File: src/rtl/cu_pkg.sv
// Shared definitions for the multi-cycle control unit: opcodes, state encoding,
// ALU operation codes, PC source selects and the decoded instruction class.
package cu_pkg;

  localparam logic [5:0] OPC_ADD  = 6'b000000;
  localparam logic [5:0] OPC_SUB  = 6'b000010;
  localparam logic [5:0] OPC_SLT  = 6'b000100;
  localparam logic [5:0] OPC_AND  = 6'b010001;
  localparam logic [5:0] OPC_OR   = 6'b010010;
  localparam logic [5:0] OPC_XOR  = 6'b010100;
  localparam logic [5:0] OPC_SW   = 6'b100110;
  localparam logic [5:0] OPC_LW   = 6'b100111;
  localparam logic [5:0] OPC_BEQ  = 6'b110000;
  localparam logic [5:0] OPC_JMP  = 6'b110010;
  localparam logic [5:0] OPC_HALT = 6'b111111;

  localparam logic [2:0] ALU_ADD = 3'b000;
  localparam logic [2:0] ALU_SUB = 3'b001;
  localparam logic [2:0] ALU_OR  = 3'b011;
  localparam logic [2:0] ALU_AND = 3'b100;
  localparam logic [2:0] ALU_XOR = 3'b110;
  localparam logic [2:0] ALU_SLT = 3'b111;

  localparam logic [1:0] PCSRC_SEQ = 2'b00;
  localparam logic [1:0] PCSRC_BR  = 2'b01;
  localparam logic [1:0] PCSRC_JMP = 2'b10;

  typedef enum logic [2:0] {
    S_IF    = 3'd0,
    S_ID    = 3'd1,
    S_EXE_R = 3'd2,
    S_EXE_M = 3'd3,
    S_EXE_B = 3'd4,
    S_MEM   = 3'd5,
    S_WB    = 3'd6,
    S_HALT  = 3'd7
  } state_e;

  typedef enum logic [2:0] {
    CL_R, CL_MEM, CL_BR, CL_JMP, CL_HALT, CL_ILL
  } op_class_e;

endpackage

File: src/rtl/cu_decoder.sv
// Combinational opcode decoder: instruction class, ALU function and LW flag.
// Opcodes wider than 6 bits must carry zeros in the upper bits to decode.
module cu_decoder
  import cu_pkg::*;
#(
  parameter int OP_W    = 6,
  parameter int ALUOP_W = 3
) (
  input  logic [OP_W-1:0]    op,
  output op_class_e          op_class,
  output logic [ALUOP_W-1:0] alu_op,
  output logic               is_lw
);

  // NOTE: every output gets a default before the case so no latch is inferred.
  always_comb begin
    op_class = CL_ILL;
    alu_op   = '0;
    is_lw    = 1'b0;
    case (op)
      OP_W'(OPC_ADD):  begin op_class = CL_R;   alu_op = ALUOP_W'(ALU_ADD); end
      OP_W'(OPC_SUB):  begin op_class = CL_R;   alu_op = ALUOP_W'(ALU_SUB); end
      OP_W'(OPC_SLT):  begin op_class = CL_R;   alu_op = ALUOP_W'(ALU_SLT); end
      OP_W'(OPC_AND):  begin op_class = CL_R;   alu_op = ALUOP_W'(ALU_AND); end
      OP_W'(OPC_OR):   begin op_class = CL_R;   alu_op = ALUOP_W'(ALU_OR);  end
      OP_W'(OPC_XOR):  begin op_class = CL_R;   alu_op = ALUOP_W'(ALU_XOR); end
      OP_W'(OPC_SW):   begin op_class = CL_MEM; alu_op = ALUOP_W'(ALU_ADD); end
      OP_W'(OPC_LW):   begin op_class = CL_MEM; alu_op = ALUOP_W'(ALU_ADD); is_lw = 1'b1; end
      OP_W'(OPC_BEQ):  begin op_class = CL_BR;  alu_op = ALUOP_W'(ALU_SUB); end
      OP_W'(OPC_JMP):  begin op_class = CL_JMP; alu_op = ALUOP_W'(ALU_SUB); end
      OP_W'(OPC_HALT): op_class = CL_HALT;
      default:         op_class = CL_ILL;
    endcase
  end

endmodule

File: src/rtl/multicycle_control_unit.sv
// Multi-cycle control FSM (IF/ID/EXE/MEM/WB) driving per-state datapath enables.
// Define CU_ILLEGAL_TRAP_EN to trap unknown opcodes into S_HALT; otherwise they retire as NOPs.
module multicycle_control_unit
  import cu_pkg::*;
#(
  parameter int OP_W    = 6,
  parameter int ALUOP_W = 3,
  parameter int MEM_LAT = 1
) (
  input  logic               clk,
  input  logic               reset,
  input  logic [OP_W-1:0]    operation,
  input  logic               zero,
  output logic               PCWre,
  output logic               IRWre,
  output logic               InsMemRW,
  output logic               ALUSrcB,
  output logic               ALUM2Reg,
  output logic               RegWre,
  output logic               RegOut,
  output logic               DataMemRW,
  output logic               ExtSel,
  output logic [1:0]         PCSrc,
  output logic [ALUOP_W-1:0] ALUOp,
  output logic [2:0]         state,
  output logic               instr_done,
  output logic               halted,
  output logic               illegal
);

  localparam int CNT_W = $clog2(MEM_LAT + 1);
  localparam logic [CNT_W-1:0] LAT_LAST = CNT_W'(MEM_LAT - 1);

  state_e             state_q, state_d;
  logic [OP_W-1:0]    op_q;
  logic [CNT_W-1:0]   lat_cnt;

  op_class_e          dis_class, q_class;
  logic [ALUOP_W-1:0] dis_alu_op, q_alu_op;
  logic               dis_is_lw, q_is_lw;
  logic               dis_unused;

  // Dispatch decodes the live opcode in ID; outputs decode the latched copy.
  cu_decoder #(.OP_W(OP_W), .ALUOP_W(ALUOP_W)) u_dec_dispatch (
    .op(operation), .op_class(dis_class), .alu_op(dis_alu_op), .is_lw(dis_is_lw)
  );

  cu_decoder #(.OP_W(OP_W), .ALUOP_W(ALUOP_W)) u_dec_op_q (
    .op(op_q), .op_class(q_class), .alu_op(q_alu_op), .is_lw(q_is_lw)
  );

  assign dis_unused = ^{dis_alu_op, dis_is_lw};

  // NOTE: sequential state uses non-blocking assignments only.
  always_ff @(posedge clk or posedge reset) begin
    if (reset) begin
      state_q <= S_IF;
      op_q    <= '0;
      lat_cnt <= '0;
    end else begin
      state_q <= state_d;
      if (state_q == S_ID) op_q <= operation;
      if (state_q == S_EXE_M)      lat_cnt <= '0;
      else if (state_q == S_MEM)   lat_cnt <= lat_cnt + CNT_W'(1);
    end
  end

  always_comb begin
    state_d   = state_q;
    PCWre     = 1'b0;
    IRWre     = 1'b0;
    ALUSrcB   = 1'b0;
    ALUM2Reg  = 1'b0;
    RegWre    = 1'b0;
    RegOut    = 1'b0;
    DataMemRW = 1'b0;
    PCSrc     = PCSRC_SEQ;
    ALUOp     = '0;
    halted    = 1'b0;
    case (state_q)
      S_IF: begin
        IRWre   = 1'b1;
        state_d = S_ID;
      end
      S_ID: begin
        case (dis_class)
          CL_HALT: state_d = S_HALT;
          CL_JMP: begin
            PCWre   = 1'b1;
            PCSrc   = PCSRC_JMP;
            state_d = S_IF;
          end
          CL_BR:   state_d = S_EXE_B;
          CL_MEM:  state_d = S_EXE_M;
          CL_R:    state_d = S_EXE_R;
          default: begin
`ifdef CU_ILLEGAL_TRAP_EN
            state_d = S_HALT;
`else
            PCWre   = 1'b1;
            state_d = S_IF;
`endif
          end
        endcase
      end
      S_EXE_R: begin
        ALUOp   = q_alu_op;
        state_d = S_WB;
      end
      S_EXE_M: begin
        ALUSrcB = 1'b1;
        ALUOp   = ALUOP_W'(ALU_ADD);
        state_d = S_MEM;
      end
      S_EXE_B: begin
        ALUOp   = ALUOP_W'(ALU_SUB);
        PCWre   = 1'b1;
        PCSrc   = zero ? PCSRC_BR : PCSRC_SEQ;
        state_d = S_IF;
      end
      S_MEM: begin
        ALUSrcB   = 1'b1;
        DataMemRW = (q_class == CL_MEM) && !q_is_lw;
        if (lat_cnt == LAT_LAST) begin
          if (q_is_lw) begin
            state_d = S_WB;
          end else begin
            PCWre   = 1'b1;
            state_d = S_IF;
          end
        end
      end
      S_WB: begin
        RegWre   = 1'b1;
        PCWre    = 1'b1;
        ALUM2Reg = q_is_lw;
        RegOut   = !q_is_lw;
        state_d  = S_IF;
      end
      S_HALT:  halted = 1'b1;
      default: state_d = S_IF;
    endcase
  end

`ifdef CU_ILLEGAL_TRAP_EN
  logic illegal_q;

  always_ff @(posedge clk or posedge reset) begin
    if (reset)                                       illegal_q <= 1'b0;
    else if (state_q == S_ID && dis_class == CL_ILL) illegal_q <= 1'b1;
  end

  assign illegal = illegal_q;
`else
  assign illegal = 1'b0;
`endif

  assign InsMemRW   = 1'b0;
  assign ExtSel     = 1'b1;
  assign instr_done = PCWre;
  assign state      = state_q;

endmodule
File: config.mk
export PLATFORM = sky130hd
export DESIGN_NAME = multicycle_control_unit
export DESIGN_NICKNAME = d
export VERILOG_FILES = /design/src/rtl/cu_pkg.sv /design/src/rtl/cu_decoder.sv /design/src/rtl/multicycle_control_unit.sv
export SDC_FILE = /design/constraint.sdc
export NUM_CORES = 1
export LEC_CHECK = 0
export ABC_AREA = 1
export ABC_CLOCK_PERIOD_IN_PS = 1300
export BUFFER_PORTS_ARGS = -buffer_cell sky130_fd_sc_hd__buf_2
export CORE_MARGIN = 3
export CORE_UTILIZATION = 35
export DETAILED_ROUTE_END_ITERATION = 8
export HOLD_SLACK_MARGIN = 0.05
export PLACE_DENSITY = 0.59
export SLEW_MARGIN = 40
export SYNTH_ARGS = -nofsm -noshare
export SYNTH_HDL_FRONTEND = slang
export SYNTH_SLANG_ARGS = --single-unit
File: constraint.sdc
create_clock -name clk -period 1.3 [get_ports clk]
set_input_delay 0.195 -clock clk [delete_from_list [all_inputs] [get_ports clk]]
set_output_delay 0.195 -clock clk [all_outputs]
set_load 0.1 [all_outputs]
==> results.yml, run 1 <==
clocking:
  cts_tree: "yes"
  clock_path_buffers: 2
  root_buffer: "clkbuf_4"
  path_clk_slew_ns: 0.08
  clkLatencyLatePin_ns: 0.30
  numClockSinks: 10
  ctsHtreeMaxLevel: 1
  cts_made_buffers: 3
timing:
  finalWorstSetupSlack_ns: -0.636
  holdWs_ns: 0.294
  min_period_ns: 1.94
  rsz0062_at_grt: "yes"
  skew_ns: 0.00988
  slew_violations: 0
  fin_crit_sh_pct: 149
  fmaxAchievable_mhz: 517
  setup_viol: 25
  fin_tns_setup_ns: -9.06
  final-hold-violation-count: 0
global_route:
  antenna_found_initial: 0
  grt_pass1_vias: 1338
  grt-ovfl-total: 0
  grt_max_degree: 13
  grt_pass1_wl_um: 6490
  grt.total_usage_pct: 32.9
synth:
  synth_mux_area_share_pct: 0
  syn_area_per_cell_um2: 6.17
  synth-compound-area-share_pct: 10.8
  yosysSeqAreaShare_pct: 31.4
  yosysTopAreaCellShare_pct: 31.4
  synth_xor_area_share_pct: 0
  async_flop_share_pct: 100
  synthAdderAreaFrac_pct: 0
  synth_area_leaders: "dfrtp_1 31%, nand2_1 13%, nor2_1 9.9%, inv_1 9.4%, o21ai_0 6.3%"
  synth_most_common_cell: "nand2_1"
  synthTopCellsByCount: "27 x nand2_1, 21 x nor2_1, 20 x inv_1"
  ys_ff_latch: 10
  yosysTopAreaCell: "dfrtp_1"
  synth_area_um2: 796
  synth_cell_type_count: 18
  ys_warn_count: 0
  synth_top_family_by_area: "simple AND/OR/NAND/NOR gates"
  syn-instance-count: 129
  ys.flop_type: "dfrtp_1"
  synth_edf_count: 0
  synth-simple-area-share_pct: 41.5
pwr:
  p_leak_uw: 0.000940
  power_density_mw_per_mm2: 392
  switching_share_pct: 33.0
  p_switching_uw: 260
  p_int_uw: 527
  p_clk_share_pct: 41.2
  seqPwrFrac_pct: 39.5
  irDropWorstVdd_uv: 683
  comb_power_share_pct: 19.4
status:
  violations: "setup timing"
  outcome: "finished, violations left"
placed_design:
  post-dp-hpwl_um: 2460
  place.port_buffers: 25
  placed_cells: 222
  gp_congestion: 0.847
routing:
  wl_per_cell_um: 25.6
  avgViaCountPerCell: 6.24
  firstDrtPassIters: 6
  dr_total_vias: 1511
  drt-total-wl_um: 6190
  detail-route-antenna-nets: 0
  drt_iter0_markers: 152
  drc: 0
cells_and_area:
  stdcell_count: 242
  nNetsFinal: 225
  antenna_cells: 0
  drive_gt1_share_pct: 65.6
  fillers: 31
  area_growth_pct: 153
worst_hold_path:
  hold_class: "input pin to register"
worst_setup_path:
  cp-start-kind: "register"
  worstSetupPathType: "register to output port"
  cp_slowest_stage_delay_ns: 0.44
  cp_max_fo: 2
  cp.arrival_ns: 1.74
  worstPathCellList: "inv_2 -> buf_4 -> nand4_1 -> nor2_2 -> o21ai_1 -> nand2_4 -> buf_12"
  required_ns: 1.11
  worst_setup_path_end_kind: "output port"
  crit_slowest_cell: "dfrtp_1"
floorplanning:
  io-pin-count: 29
  die_h_um: 53.7
  placementRows: 16
  dieArea_mm2: 0.00288
  coreArea_mm2: 0.00206
  start_util_pct: 38.6
  die_x_um: 53.7
job:
  drv_cap: 0
==> through the flow <==
stage               util [%]  instance area (um2)  power (uW)  setup slack (ns)
floorplan                  -                  926         390             -1.91
global placement        79.7                 1640         440            -0.316
detailed placement      79.7                 1640         445            -0.355
CTS                     88.7                 1830         742            -0.486
global route            97.5                 2010         798            -0.643
finish                  97.5                 2010         787            -0.636
==> power groups by stage <==
stage | Combinational, uW | Sequential [uW] | Clock, uW
detailed placement | 128 | 317 | 0
global placement | 123 | 317 | 0
CTS | 131 | 311 | 300
finish | 152 | 311 | 324
floorplan | 73.0 | 317 | 0
global route | 156 | 311 | 332
==> logic make-up after synthesis <==
| group | count (synthesis) |
|---|---|
| AO/OA/AOI/OAI | 16 |
| AND/OR/NAND/NOR | 73 |
| other | 2 |
| flip-flops | 10 |
| buffers and inverters | 28 |
==> state kept, by name, summed over array words and instances (netlist names) <==
register  flops
op_q          6
lat_cnt       1
state         3
==> cell usage in the layout (no fill, tap or decap), drive strengths merged <==
cell	instances
a21oi	4
buf	84
clkbuf	5
conb	3
dfrtp	10
dlygate4sd3	1
inv	23
nand2	27
nand3	9
nand4	8
nor2	24
nor3	5
o2111ai	1
o211ai	1
o21ai	10
==> routing by layer <==
metal	vias to the layer above	GRT usage (%)	wire [um]
met2	175	61.9	2740
met1	683	31.3	2040
met5	-	0	0
met3	69	4.99	863
met4	0	25.5	544
li1	584	-	-
==> worst paths after layout <==
| check | start | endpoint | slack, ns | depth (start not counted) |
|---|---|---|---|---|
| max | op_q[5]$_DFFE_PP0P_ | ALUOp[0] | -0.64 | 7 |
| min | operation[2] | op_q[2]$_DFFE_PP0P_ | 0.29 | 4 |
| max reg2reg | op_q[3]$_DFFE_PP0P_ | state[1]$_DFFE_PP0P_ | -0.30 | 9 |
| min reg2reg | lat_cnt$_DFFE_PP0N_ | state[0]$_DFFE_PP0P_ | 0.65 | 2 |
| max in group asynchronous | reset | op_q[1]$_DFFE_PP0P_ | 0.49 | 3 |
| min in group asynchronous | reset | state[2]$_DFFE_PP0P_ | 0.47 | 3 |
==> layout make-up <==
type	count	area, um2	share of cell area (%)
Sequential cell	10	264	13.1
Tap cell	27	33.8	1.68
Clock buffer	4	36.3	1.81
Timing Repair Buffer	86	922	45.9
Multi-Input combinational cell	92	654	32.6
Inverter	23	98.8	4.92
==> worst max-delay path: cells and delay by family, from the launching register on <==
kind	cells	cell delay (ns)
compound gates	1	0.13
flops	1	0.44
simple gates	3	0.50
buf+inv	3	0.39
==> repair_timing <==
| item | in CTS | in global routing |
|---|---|---|
| gates cloned | 0 | 1 |
| buffers inserted | 7 | 10 |
| hold buffers | 1 | 0 |
| pin swaps | 15 | 11 |
| resized for setup | 31 | 32 |
| endpoints found under the setup margin | 21 | 27 |
| endpoints found under the hold margin | 10 | 0 |
Power figures use the tool's default switching activity.
==> run 2, diff against run 1 <==
CORE_MARGIN = not set   (was 3)
GPL_TIMING_DRIVEN = 0   (was not set)
PLACE_DENSITY = 0.56   (was 0.59)
SYNTH_HIERARCHICAL = 1   (was not set)
==> results.yml, run 2 <==
timing:
  rsz0062_at_grt: "yes"
  setup_viol: 17
  finalWorstSetupSlack_ns: -0.735
  min_period_ns: 2.03
  fmaxAchievable_mhz: 491
  skew_ns: 0.00401
  fin_crit_sh_pct: 157
  slew_violations: 0
  final-hold-violation-count: 0
pwr:
  comb_power_share_pct: 20.7
  irDropWorstVdd_uv: 385
  p_clk_share_pct: 37.3
  power_density_mw_per_mm2: 364
  seqPwrFrac_pct: 42.0
  p_int_uw: 527
  p_switching_uw: 213
  switching_share_pct: 28.8
  p_leak_uw: 0.000992
worst_setup_path:
  rr_worst_depth: 8
  cp_max_fo: 5
  r2r-end: "state[1]$_DFFE_PP0P_"
  crit_slowest_cell: "dfrtp_2"
  worstSetupPathType: "register to output port"
  cp-start-kind: "register"
  worstPathCellList: "nor2_4 -> nand3_4 -> nand2_1 -> nor2_2 -> nand2_1 -> nand2_1 -> nor2_1 -> nand3_1 -> nor2_4 -> buf_12"
  cp_slowest_stage_delay_ns: 0.44
  r2r_slack_ns: -0.15
  worst_setup_path_end_kind: "output port"
  cp.arrival_ns: 1.84
  crit_path_frequent_cell: "nand2_1"
  reg2reg_from: "state[1]$_DFFE_PP0P_"
  required_ns: 1.11
cells_and_area:
  antenna_cells: 0
  final_area_mm2: 0.00203
  utilization_pct: 71.9
  drive_gt1_share_pct: 55.6
  nNetsFinal: 242
  layout_commonest_cell: "nand2_1"
  layout_common_cells: "43 x nand2_1, 20 x inv_1, 17 x buf_4, 15 x nor2_1, 15 x buf_12"
  area_growth_pct: 89.6
  largest_reg_flops: 6
  regMostFlops: "op_q"
routing:
  drt_iter0_markers: 53
  firstDrtPassIters: 6
  wl_per_cell_um: 13.1
  drt-total-wl_um: 3440
  drc: 3
  detail-route-antenna-nets: 0
  avgViaCountPerCell: 4.90
  dr_total_vias: 1289
clocking:
  root_buffer: "clkbuf_4"
  clock_path_buffers: 2
  path_clk_slew_ns: 0.06
  ctsHtreeMaxLevel: 1
  cts_tree: "yes"
  cts_made_buffers: 3
  clkLatencyLatePin_ns: 0.26
  numClockSinks: 10
placed_design:
  post-dp-hpwl_um: 2060
  dpl_cell_area_mm2: 0.00138
  place.port_buffers: 25
  gp_congestion: 0.786
status:
  violations: "DRC, setup timing"
  outcome: "finished, violations left"
floorplanning:
  placementRows: 19
  die_h_um: 57.4
  dieArea_mm2: 0.00329
  start_util_pct: 37.9
  io-pin-count: 29
  die_x_um: 57.4
  coreArea_mm2: 0.00283
worst_hold_path:
  holdPathStages: 3
  worstHoldEndpoint: "op_q[4]$_DFFE_PP0P_"
  min_from: "operation[4]"
  hold_class: "input pin to register"
synth:
  ys_warn_count: 6
  syn_area_per_cell_um2: 6.06
  syn-instance-count: 177
  synth_area_mm2: 0.00107
global_route:
  antenna_found_initial: 0
  grt_pass1_wl_um: 5330
  grt.total_usage_pct: 21.1
  grt_pass1_vias: 1189
  grt_max_degree: 11
  grt-ovfl-total: 0
job:
  drv_cap: 0
## run 2: stage by stage
stage	instances	setup TNS (ns)	hold WS (ns)	setup WS [ns]	total power, uW
after floorplan	178	-11.09	0.0352	-1.00	418
after global placement	234	-6.67	0.195	-0.689	446
after detailed placement	234	-6.86	0.196	-0.711	449
after CTS	251	-6.62	0.179	-0.661	731
after global routing	263	-8.54	0.207	-0.875	778
final	263	-7.40	0.186	-0.735	740
## run 2: worst max-delay path, delay by kind of cell (launching register included)
kind          cells  cell delay [ns]
buf+inv           1             0.18
flops             1             0.44
simple gates      9             0.95
## run 2: worst max-delay path by stage
stage	cells after the start	startpoint	end	slack, ns
6_report	10	op_q[2]$_DFFE_PP0P_	DataMemRW	-0.73
5_1_grt	11	op_q[4]$_DFFE_PP0P_	DataMemRW	-0.87
4_1_cts	10	op_q[3]$_DFFE_PP0P_	DataMemRW	-0.66
3_5_place_dp	14	operation[0]	instr_done	-0.71
3_3_place_gp	14	operation[0]	instr_done	-0.69
2_1_floorplan	4	state[1]$_DFFE_PP0P_	PCSrc[1]	-1.00
## run 2: area by class of cell
type | count | area [um2]
Tap cell | 31 | 38.8
Fill cell | 208 | 796
Clock buffer | 4 | 36.3
Buffer | 7 | 83.8
Inverter | 32 | 144
Multi-Input combinational cell | 129 | 878
Sequential cell | 10 | 268
Timing Repair Buffer | 50 | 584
## run 2: power groups by stage
stage               combinational [uW]  sequential (uW)  clock [uW]
floorplan                          101              317           0
global route                       166              310         301
CTS                                136              311         284
detailed placement                 131              317           0
global placement                   129              317           0
finish                             153              311         276
## run 2: what timing repair did
action | in CTS | in global routing
pin swaps | 19 | 21
setup buffers | 12 | 12
hold endpoints to repair | 10 | 0
hold buffers | 1 | 0
resized for setup | 88 | 33
endpoints found under the setup margin | 17 | 25
## run 2: routing by layer
layer  part of all wire (%)  up-vias  routed length, um  GRT usage (%)
met2                     58       48               1980           39.9
li1                       -      643                  -              -
met3                    3.5        6                121           1.13
met1                     37      592               1290           24.4
met4                    1.6        0                 54           8.71
met5                      0        -                  0              0
